===== src/rtl/matmul_pkg.sv =====
// Shared types and constants for the composed 16x16 int8 matmul C-output path.
package matmul_pkg;

    localparam int unsigned DWIDTH          = 8;
    localparam int unsigned MAT_MUL_SIZE    = 8;
    localparam int unsigned AWIDTH          = 10;
    localparam int unsigned ROW_W           = MAT_MUL_SIZE * DWIDTH;
    localparam int unsigned ROWS_PER_RESULT = 2 * MAT_MUL_SIZE;
    localparam int unsigned CNT_W           = $clog2(ROWS_PER_RESULT + 1);

    // One result row as carried through the lane FIFOs and the output slot.
    typedef struct packed {
        logic [AWIDTH-1:0] addr;
        logic [ROW_W-1:0]  data;
    } c_row_t;

    // Arbitration pointer: which lane wins when both have rows waiting.
    typedef enum logic {
        LANE0 = 1'b0,
        LANE1 = 1'b1
    } lane_e;

endpackage


===== src/rtl/c_lane_fifo.sv =====
// Synchronous first-word-fall-through FIFO for one C-output lane.
module c_lane_fifo
    import matmul_pkg::*;
#(
    parameter int unsigned DEPTH = 8
) (
    input  logic   clk,
    input  logic   rst_n,
    input  logic   clear_i,
    input  logic   push_i,
    input  c_row_t push_row_i,
    input  logic   pop_i,
    output c_row_t head_c_o,
    output logic   full_o,
    output logic   empty_o
);

    localparam int unsigned PTR_W = $clog2(DEPTH);
    localparam int unsigned FCW   = PTR_W + 1;

    c_row_t           mem_q [DEPTH];
    logic [PTR_W-1:0] wr_ptr_q, wr_ptr_d;
    logic [PTR_W-1:0] rd_ptr_q, rd_ptr_d;
    logic [FCW-1:0]   count_q, count_d;
    logic             full_q, full_d;
    logic             empty_q, empty_d;
    logic             do_push_c;
    logic             do_pop_c;

    assign do_push_c = push_i & ~full_q & ~clear_i;
    assign do_pop_c  = pop_i & ~empty_q & ~clear_i;
    assign head_c_o  = mem_q[rd_ptr_q];
    assign full_o    = full_q;
    assign empty_o   = empty_q;

    // Next pointer/occupancy state; clear wins over push and pop.
    always_comb begin
        wr_ptr_d = wr_ptr_q;
        rd_ptr_d = rd_ptr_q;
        count_d  = count_q;
        if (clear_i) begin
            wr_ptr_d = '0;
            rd_ptr_d = '0;
            count_d  = '0;
        end else begin
            if (do_push_c) wr_ptr_d = wr_ptr_q + PTR_W'(1);
            if (do_pop_c)  rd_ptr_d = rd_ptr_q + PTR_W'(1);
            case ({do_push_c, do_pop_c})
                2'b10:   count_d = count_q + FCW'(1);
                2'b01:   count_d = count_q - FCW'(1);
                default: count_d = count_q;
            endcase
        end
        full_d  = (count_d == FCW'(DEPTH));
        empty_d = (count_d == '0);
    end

    // Pointer, occupancy and flag registers.
    always_ff @(posedge clk or negedge rst_n) begin
        if (!rst_n) begin
            wr_ptr_q <= '0;
            rd_ptr_q <= '0;
            count_q  <= '0;
            full_q   <= 1'b0;
            empty_q  <= 1'b1;
        end else begin
            wr_ptr_q <= wr_ptr_d;
            rd_ptr_q <= rd_ptr_d;
            count_q  <= count_d;
            full_q   <= full_d;
            empty_q  <= empty_d;
        end
    end

    // Storage array; contents are don't-care until written, so no reset.
    always_ff @(posedge clk) begin
        if (do_push_c) mem_q[wr_ptr_q] <= push_row_i;
    end

endmodule


===== src/rtl/matmul_c_result_writer.sv =====
// Collects C rows from slices 0_1 and 1_1, arbitrates them onto one RAM write port.
module matmul_c_result_writer
    import matmul_pkg::*;
#(
    parameter int unsigned FIFO_DEPTH = 8
) (
    input  logic              clk,
    input  logic              reset,
    input  logic              start,
    input  logic [ROW_W-1:0]  c_data_0_1,
    input  logic [AWIDTH-1:0] c_addr_0_1,
    input  logic              c_data_0_1_available,
    input  logic [ROW_W-1:0]  c_data_1_1,
    input  logic [AWIDTH-1:0] c_addr_1_1,
    input  logic              c_data_1_1_available,
    output logic              ram_wr_en,
    output logic [AWIDTH-1:0] ram_wr_addr,
    output logic [ROW_W-1:0]  ram_wr_data,
    input  logic              ram_ready,
    output logic              done_write,
    output logic              overflow,
    output logic [CNT_W-1:0]  rows_written
);

    c_row_t           head0_c, head1_c;
    logic             full0, full1;
    logic             empty0, empty1;
    logic             pop0_c, pop1_c;
    logic             push0_c, push1_c;
    logic             accept_c;

    logic             slot_vld_q, slot_vld_d;
    c_row_t           slot_row_q, slot_row_d;
    lane_e            ptr_q, ptr_d;
    logic [CNT_W-1:0] cnt_q, cnt_d;
    logic             done_q, done_d;
    logic             ovf_q, ovf_d;

    // Rows arriving alongside start belong to the abandoned collection.
    assign push0_c = c_data_0_1_available & ~start;
    assign push1_c = c_data_1_1_available & ~start;

    c_lane_fifo #(.DEPTH(FIFO_DEPTH)) u_lane0 (
        .clk        (clk),
        .rst_n      (reset),
        .clear_i    (start),
        .push_i     (push0_c),
        .push_row_i ('{addr: c_addr_0_1, data: c_data_0_1}),
        .pop_i      (pop0_c),
        .head_c_o   (head0_c),
        .full_o     (full0),
        .empty_o    (empty0)
    );

    c_lane_fifo #(.DEPTH(FIFO_DEPTH)) u_lane1 (
        .clk        (clk),
        .rst_n      (reset),
        .clear_i    (start),
        .push_i     (push1_c),
        .push_row_i ('{addr: c_addr_1_1, data: c_data_1_1}),
        .pop_i      (pop1_c),
        .head_c_o   (head1_c),
        .full_o     (full1),
        .empty_o    (empty1)
    );

    // Arbitration, output slot refill, completion counting and overflow tracking.
    always_comb begin
        slot_vld_d = slot_vld_q;
        slot_row_d = slot_row_q;
        ptr_d      = ptr_q;
        cnt_d      = cnt_q;
        done_d     = done_q;
        ovf_d      = ovf_q;
        pop0_c     = 1'b0;
        pop1_c     = 1'b0;
        accept_c   = 1'b0;

        if (start) begin
            slot_vld_d = 1'b0;
            slot_row_d = '0;
            ptr_d      = LANE0;
            cnt_d      = '0;
            done_d     = 1'b0;
            ovf_d      = 1'b0;
        end else begin
            accept_c = slot_vld_q & ram_ready;

            if (!slot_vld_q || accept_c) begin
                if (!empty0 && (empty1 || ptr_q == LANE0)) begin
                    pop0_c     = 1'b1;
                    slot_vld_d = 1'b1;
                    slot_row_d = head0_c;
                    ptr_d      = LANE1;
                end else if (!empty1) begin
                    pop1_c     = 1'b1;
                    slot_vld_d = 1'b1;
                    slot_row_d = head1_c;
                    ptr_d      = LANE0;
                end else begin
                    slot_vld_d = 1'b0;
                end
            end

            if (accept_c && cnt_q != CNT_W'(ROWS_PER_RESULT)) begin
                cnt_d = cnt_q + CNT_W'(1);
            end
            done_d = done_q | (cnt_d == CNT_W'(ROWS_PER_RESULT));
            ovf_d  = ovf_q | (c_data_0_1_available & full0)
                           | (c_data_1_1_available & full1);
        end
    end

    // Output slot and status registers.
    always_ff @(posedge clk or negedge reset) begin
        if (!reset) begin
            slot_vld_q <= 1'b0;
            slot_row_q <= '0;
            ptr_q      <= LANE0;
            cnt_q      <= '0;
            done_q     <= 1'b0;
            ovf_q      <= 1'b0;
        end else begin
            slot_vld_q <= slot_vld_d;
            slot_row_q <= slot_row_d;
            ptr_q      <= ptr_d;
            cnt_q      <= cnt_d;
            done_q     <= done_d;
            ovf_q      <= ovf_d;
        end
    end

    assign ram_wr_en    = slot_vld_q;
    assign ram_wr_addr  = slot_row_q.addr;
    assign ram_wr_data  = slot_row_q.data;
    assign done_write   = done_q;
    assign overflow     = ovf_q;
    assign rows_written = cnt_q;

endmodule


===== config.mk =====
export PLATFORM = sky130hd
export DESIGN_NAME = matmul_c_result_writer
export DESIGN_NICKNAME = d
export VERILOG_FILES = /design/src/rtl/matmul_pkg.sv /design/src/rtl/c_lane_fifo.sv /design/src/rtl/matmul_c_result_writer.sv
export SDC_FILE = /design/constraint.sdc
export NUM_CORES = 1
export LEC_CHECK = 0
export ABC_AREA = 1
export CORE_MARGIN = 2
export CORE_UTILIZATION = 30
export DETAILED_ROUTE_END_ITERATION = 8
export MAX_ROUTING_LAYER = met4
export PLACE_DENSITY_LB_ADDON = 0.15
export SYNTH_ARGS = -nofsm -noshare
export SYNTH_HDL_FRONTEND = slang
export SYNTH_SLANG_ARGS = --single-unit

===== constraint.sdc =====
create_clock -name clk -period 6.3 [get_ports clk]
set_input_delay 1.26 -clock clk [delete_from_list [all_inputs] [get_ports clk]]
set_output_delay 1.26 -clock clk [all_outputs]
set_load 0.02 [all_outputs]

# Word level (Yosys, flattened, before mapping)

Memory sizes are Yosys's and may differ from the RTL's.
Index checks and enable logic that the tools add are counted.

Add/subtract/negate cells: 9
$mul: 0
Div/mod/pow operators: 0
Order comparisons: 0
Eq/ne operators: 9
Shift operators: 0
Muxes and demuxes: 39
Bitwise logic cells: 22
Reductions and logical operators: 14

Operators by type and width:

| operator              | number |
|---|---|
| $mux W74              | 4 |
| $mux W3               | 8 |
| $mux W1               | 20 |
| $pmux W4 S2           | 2 |
| $mux W5               | 3 |
| $and A1 B1 Y1         | 13 |
| $add A3 B1 Y3 const B | 4 |
| $reduce_bool A2 Y1    | 5 |
| $add A4 B1 Y4 const B | 2 |
| $eq A4 B4 Y1 const B  | 2 |
| $logic_not A4 Y1      | 2 |
| $mux W4               | 2 |
| $sub A4 B1 Y4 const B | 2 |
| $not A1 Y1            | 6 |
| $add A5 B1 Y5 const B | 1 |
| $eq A5 B5 Y1 const B  | 1 |
| $ne A5 B5 Y1 const B  | 1 |
| $eq A2 B1 Y1 const B  | 2 |
| $eq A2 B2 Y1 const B  | 2 |
| $ne A3 B3 Y1 const B  | 1 |
| $or A1 B1 Y1          | 3 |
| $logic_and A1 B1 Y1   | 2 |
| $logic_not A1 Y1      | 2 |
| $logic_or A1 B1 Y1    | 2 |
| $reduce_and A2 Y1     | 1 |

Flip-flop bits (word level): 107
Latch bits: 0
RAM bits: 1,184
ROM bits: 0
Input port bits: 154
Output and inout port bits: 82
Word-level logic and storage cells: 112
Memories: 2

Memories:

| name          | depth | bits a word | rd ports | clocked after Yosys merged registers in | wr ports | line              | RTL |
|---|---|---|---|---|---|---|---|
| u_lane0.mem_q | 8     | 74          | 1        | 0                                       | 1        | c_lane_fifo.sv:21 | `c_row_t mem_q [DEPTH];` |
| u_lane1.mem_q | 8     | 74          | 1        | 0                                       | 1        | c_lane_fifo.sv:21 |  |

# Depth between registers and ports, before layout

Depth in word-level cells: 12
Gate-level depth with buffers: 20

# By module

Synthesis repeated with hierarchy kept, for this count alone.

Cell total of the unflattened synthesis: 4,025
Area, all modules: 51,082.7 um2

By module, submodules not included:

| module                 | instances | cells an instance | area an instance (um2) | seq. area each (um2) |
|---|---|---|---|---|
| c_lane_fifo            | 2         | 1,770             | 23,488.8               | 18,078.6 |
| matmul_c_result_writer | 1         | 485               | 4,105.2                | 2,077.0 |

# Least setup slack after synthesis

OpenSTA, ideal clock, no wires.

Kind: input port to flip-flop
Start: in start
End: mem u_lane0.mem_q[6][0] (netlist bit) (enable)
Setup time: 0.598 ns
Arrival time: 6.741 ns
Path slack: -1.038 ns
Cell stages on the path: 5
Path through: inv_1 > nand3_1 > inv_1 > nand2_1 > nor3_1

Word-level cells in the longest chain between the ends: 6

RTL lines:

| what                            | line                                            | RTL |
|---|---|---|
| start: declaration              | matmul_c_result_writer.sv:9                     | `input logic start,` |
| $not A1 Y1 *                    | c_lane_fifo.sv:30, matmul_c_result_writer.sv:40 |  |
| $and A1 B1 Y1                   | matmul_c_result_writer.sv:40                    | `assign push0_c = c_data_0_1_available & ~start;` |
| $and A1 B1 Y1                   | c_lane_fifo.sv:30                               | `assign do_push_c = push_i & ~full_q & ~clear_i;` |
| $and A1 B1 Y1 *                 | c_lane_fifo.sv:30                               |  |
| $mux W1 *                       | c_lane_fifo.sv:77                               | `if (do_push_c) mem_q[wr_ptr_q] <= push_row_i;` |
| $mux W1 (not written as such) * | c_lane_fifo.sv:77                               |  |
| end: declaration                | c_lane_fifo.sv:21                               |  |

Mark *: on every way between the ends. The rest lies on a longest branch, timed or not.

# Worst setup path after layout

Start: in start
End: mem u_lane0.mem_q[0][26] (netlist bit) (enable)

The elaborated chain is that of the path after synthesis.

==> Implementation_results.wiki <==
{| class="wikitable"
! Metric !! Value
|-
| Run status || complete, no violations
|-
| DRC || 0
|-
| Number of antenna violations at the first check in global routing || 20
|-
| Element type at the critical path start || input port
|-
| Buffering stage count on the worst path with inverters included || 5
|-
| Global-route wire length before repair || 223000 um
|-
| Setup repair after global routing missed its margin || no
|-
| Number of warnings reported in the yosys synthesis log || 0
|-
| Number of clock sinks || 1291
|-
| Cell with the most instances after synthesis || edfxtp_1
|-
| CTS tree || done
|-
| Max frequency || 0.267 GHz
|-
| Number of flops mapped to enable cells by yosys || 1184
|-
| Ports placed on the boundary || 236
|-
| Sequential fraction of the synthesis area || 0.740
|-
| Path type of the worst setup path || input port to flip-flop
|-
| Area fraction in and, or, nand and nor cells after synthesis || 0.165
|-
| Post-CTS Hold Buffers || 0
|-
| Mean instance size in the synthesized netlist || 12.0 um2
|-
| Buffer depth of the longest clock path || 3
|-
| Buffers on Ports || 235
|-
| Std cell rows || 152
|-
| Most frequently used flop master after synthesis || edfxtp_1
|-
| Final setup slack of the worst path || 2.55 ns
|-
| Number of buffers created by CTS || 142
|-
| Die boundary width || 419 um
|-
| Worst-Skew Late Latency || 0.77 ns
|-
| Fraction of registers with async set/reset || 0.0829
|-
| Clock Skews || 0.0257 ns
|-
| Most common cell type on the critical path || inv_1
|-
| Dominant combinational cell family by area after synthesis || simple AND/OR/NAND/NOR gates
|-
| Worst slack at placement || 1.71 ns
|-
| Final setup violating endpoints || 0
|-
| Combined global-route utilization of all metal layers || 0.177
|-
| GRT Residual Overflow || 0
|-
| Met1 usage || 0.228
|-
| Max-cap viol count || 0
|-
| Class of the tightest hold or removal check || flip-flop to flip-flop
|-
| Depth of the worst register-to-register path || 8
|-
| Proportion of netlist area held by the largest area contributor || 0.688
|-
| Detailed Route Iter0 Violations || 2551
|-
| Via count of the first global-routing pass || 32400
|-
| Vias || 32600
|-
| Multiplexer share of the synthesized area || 0
|-
| Highest-delay cell along the critical path || nor2_4
|-
| GP Congestion || 0.830
|-
| Area enclosed by the die boundary || 176000 um2
|-
| Share of the synthesized area in compound gates (AO/OA/AOI/OAI) || 0.0600
|-
| Required time at the worst-slack endpoint || 6.70 ns
|-
| Number of iterations in the first detailed-routing pass || 5
|-
| Max-slew headroom at the worst pin || 0.302
|-
| IR Drop Worst-Case VDD || 0.000303 V
|-
| Min Hold Slack || 0.481 ns
|-
| Worst reg2reg path endpoint || ram_wr_data[12]
|-
| Count of cells resized by post-cts repair || 0
|-
| Number of nets at the end of the flow || 4661
|-
| Antenna-violating nets left || 0
|-
| Crit Path Max Fanout || 54
|-
| Register bit count reported by yosys || 1291
|-
| Mapped Area || 51700 um2
|-
| Hold Vio Cnt, Final || 0
|-
| Wire length after detailed routing || 152000 um
|-
| Share of the synthesized netlist area taken by xor and xnor gates || 0.00136
|-
| Vias per std cell || 4.70
|-
| Synth top area cells || edfxtp_1 (69%), nand2_1 (8.1%), dfrtp_1 (5.1%), nor2_1 (4.6%), nand3_1 (3.8%)
|-
| WHS Endpoint || ram_wr_data[56]
|-
| Post CTS Setup Buffer Count || 0
|-
| Total power per unit cell area || 408 nW/um2
|-
| Starting density of the core || 0.302
|-
| Arrival time of the worst setup path || 4.15 ns
|-
| Accumulated negative setup slack || 0 ns
|-
| Final number of max-transition violations || 0
|-
| Share of final-layout standard cells stronger than drive strength 1 || 0.0642
|-
| Least-Margin Pin Slew || 1.04 ns
|-
| Reg2Reg Launch Point || u_lane1.rd_ptr_q[0]
|-
| Number of nets produced by synthesis || 4479
|-
| Root buf cell || clkbuf_16
|-
| Gate Count Post-Synth || 4313
|-
| Die Span Y || 419 um
|-
| Average routed wire per standard cell || 21.9 um
|-
| HP Start || ram_wr_data[56]
|-
| CP Capture Type || flip-flop
|-
| Number of cells on the worst hold path || 2
|-
| Area of the core region || 171000 um2
|-
| Library cell occupying the most area in the post-synthesis netlist || edfxtp_1
|-
| Global routing's busiest layer || met2
|-
| CP delay by family, top || buffers and inverters
|-
| Detailed placer's ending HPWL || 91300 um
|-
| Critical path cell sequence || clkdlybuf4s50_1 -> buf_4 -> inv_1 -> nand3_1 -> inv_1 -> nand2_1 -> nor2_4 -> buf_12
|-
| Worst reg2reg setup slack || 3.13 ns
|-
| Synth unique cells || 31
|-
| Most used standard cells in the synthesized netlist || edfxtp_1 (1184), nand2_1 (1110), nor2_1 (635)
|-
| Final critical-path share of the clock period || 0.595
|-
| Adder and majority gate portion of the synthesized area || 0.00290
|-
| Clock-pin slew on the worst setup and hold paths || 0.06 ns
|-
| CTS H-tree depth || 4
|-
| GR Util met2 || 0.277
|-
| Critical Path Max Stage Delay || 0.66 ns
|-
| Pin count of the biggest net entering global routing || 159
|-
| Final Critical Period || 3.75 ns
|-
| Total leakage power || 0.0217 uW
|-
| Layout overhead on the synthesized area || 18.1%
|-
| Met3 track demand over resource in global routing || 0.0322
|}
[kinds of logic (layout without fill, tap and decap cells)]
kind of cell	count (synthesis)	count (layout)
other	0	16
adder cells (fa/ha/maj)	12	12
AND/OR/NAND/NOR	2142	2142
XOR/XNOR	8	8
flip-flops	1291	1291
buffers and inverters	315	610
AO/OA/AOI/OAI	545	545
[worst min-delay path, cell delays in order (launching register included)]
cell,delay [ns]
dfrtp_1,0.34
nand2_1,0.05
nand2_1,0.05
[routing by layer]
layer | wire length, um | up-vias | part of all wire
li1 | - | 15500 | -
met1 | 67700 | 16200 | 0.45
met2 | 72100 | 671 | 0.47
met3 | 6960 | 227 | 0.046
met4 | 5340 | 0 | 0.035
met5 | 0 | - | 0
[worst max path at each step]
| stage | cells after the start | slack, ns | startpoint | endpoint |
|---|---|---|---|---|
| finish | 8 | 2.55 | start | u_lane0.mem_q[0][26] |
| global route | 8 | 2.30 | start | u_lane0.mem_q[3][4] |
| CTS | 8 | 2.52 | start | u_lane0.mem_q[3][4] |
| detailed placement | 8 | 1.71 | start | u_lane0.mem_q[3][12] |
| global placement | 8 | 1.78 | start | u_lane0.mem_q[3][15] |
| floorplan | 5 | 0.96 | start | u_lane0.mem_q[0][0] |
[through the flow]
stage	area, um2	utilization	power [uW]	std cells
2_1_floorplan	51700	-	14600	4313
3_3_place_gp	56500	0.330	17100	6661
3_5_place_dp	56500	0.330	17100	6661
4_1_cts	61000	0.356	25300	6918
5_1_grt	61000	0.356	26300	6933
6_report	61000	0.356	24900	6934
[placed cells by master, fill, tap and decap left out, drive strengths merged, types with 9 or more instances in the layout]
cell type and n:
a21oi 9, buf 67, bufinv 10, clkbuf 180, clkdlybuf4s50 234, clkinv 59
dfrtp 105, diode 16, edfxtp 1184, ha 12, inv 55, nand2 1110
nand3 389, nor2 636, o211ai 148, o21ai 384
[layout make-up]
type	instances	area, um2
well taps	2310	2890
clock buffers	180	3910
repair buffers	301	3080
fillers	16700	110000
flip-flops and latches	1291	38300
clock inverters	77	624
inverters	52	218
diodes	16	40.0
multi-input cells	2707	12000
[flip-flops by register name, indices dropped and copies added, names as in the netlist, 3 cells and up]
register / flops
ram_wr_data: 64
u_lane0.wr_ptr_q: 3
u_lane0.rd_ptr_q: 3
u_lane0.count_q: 4
rows_written: 5
u_lane1.rd_ptr_q: 3
u_lane1.count_q: 4
u_lane1.wr_ptr_q: 3
u_lane0.mem_q: 592
u_lane1.mem_q: 592
ram_wr_addr: 10
[report_power, final]
group	switching (uW)	internal, uW	leakage [uW]
Sequential	499	9850	0.0121
Clock	3370	4780	0.00221
Combinational	4540	1860	0.00739
Total	8400	16500	0.0217
No activity file was read; power rests on OpenSTA's default activity.
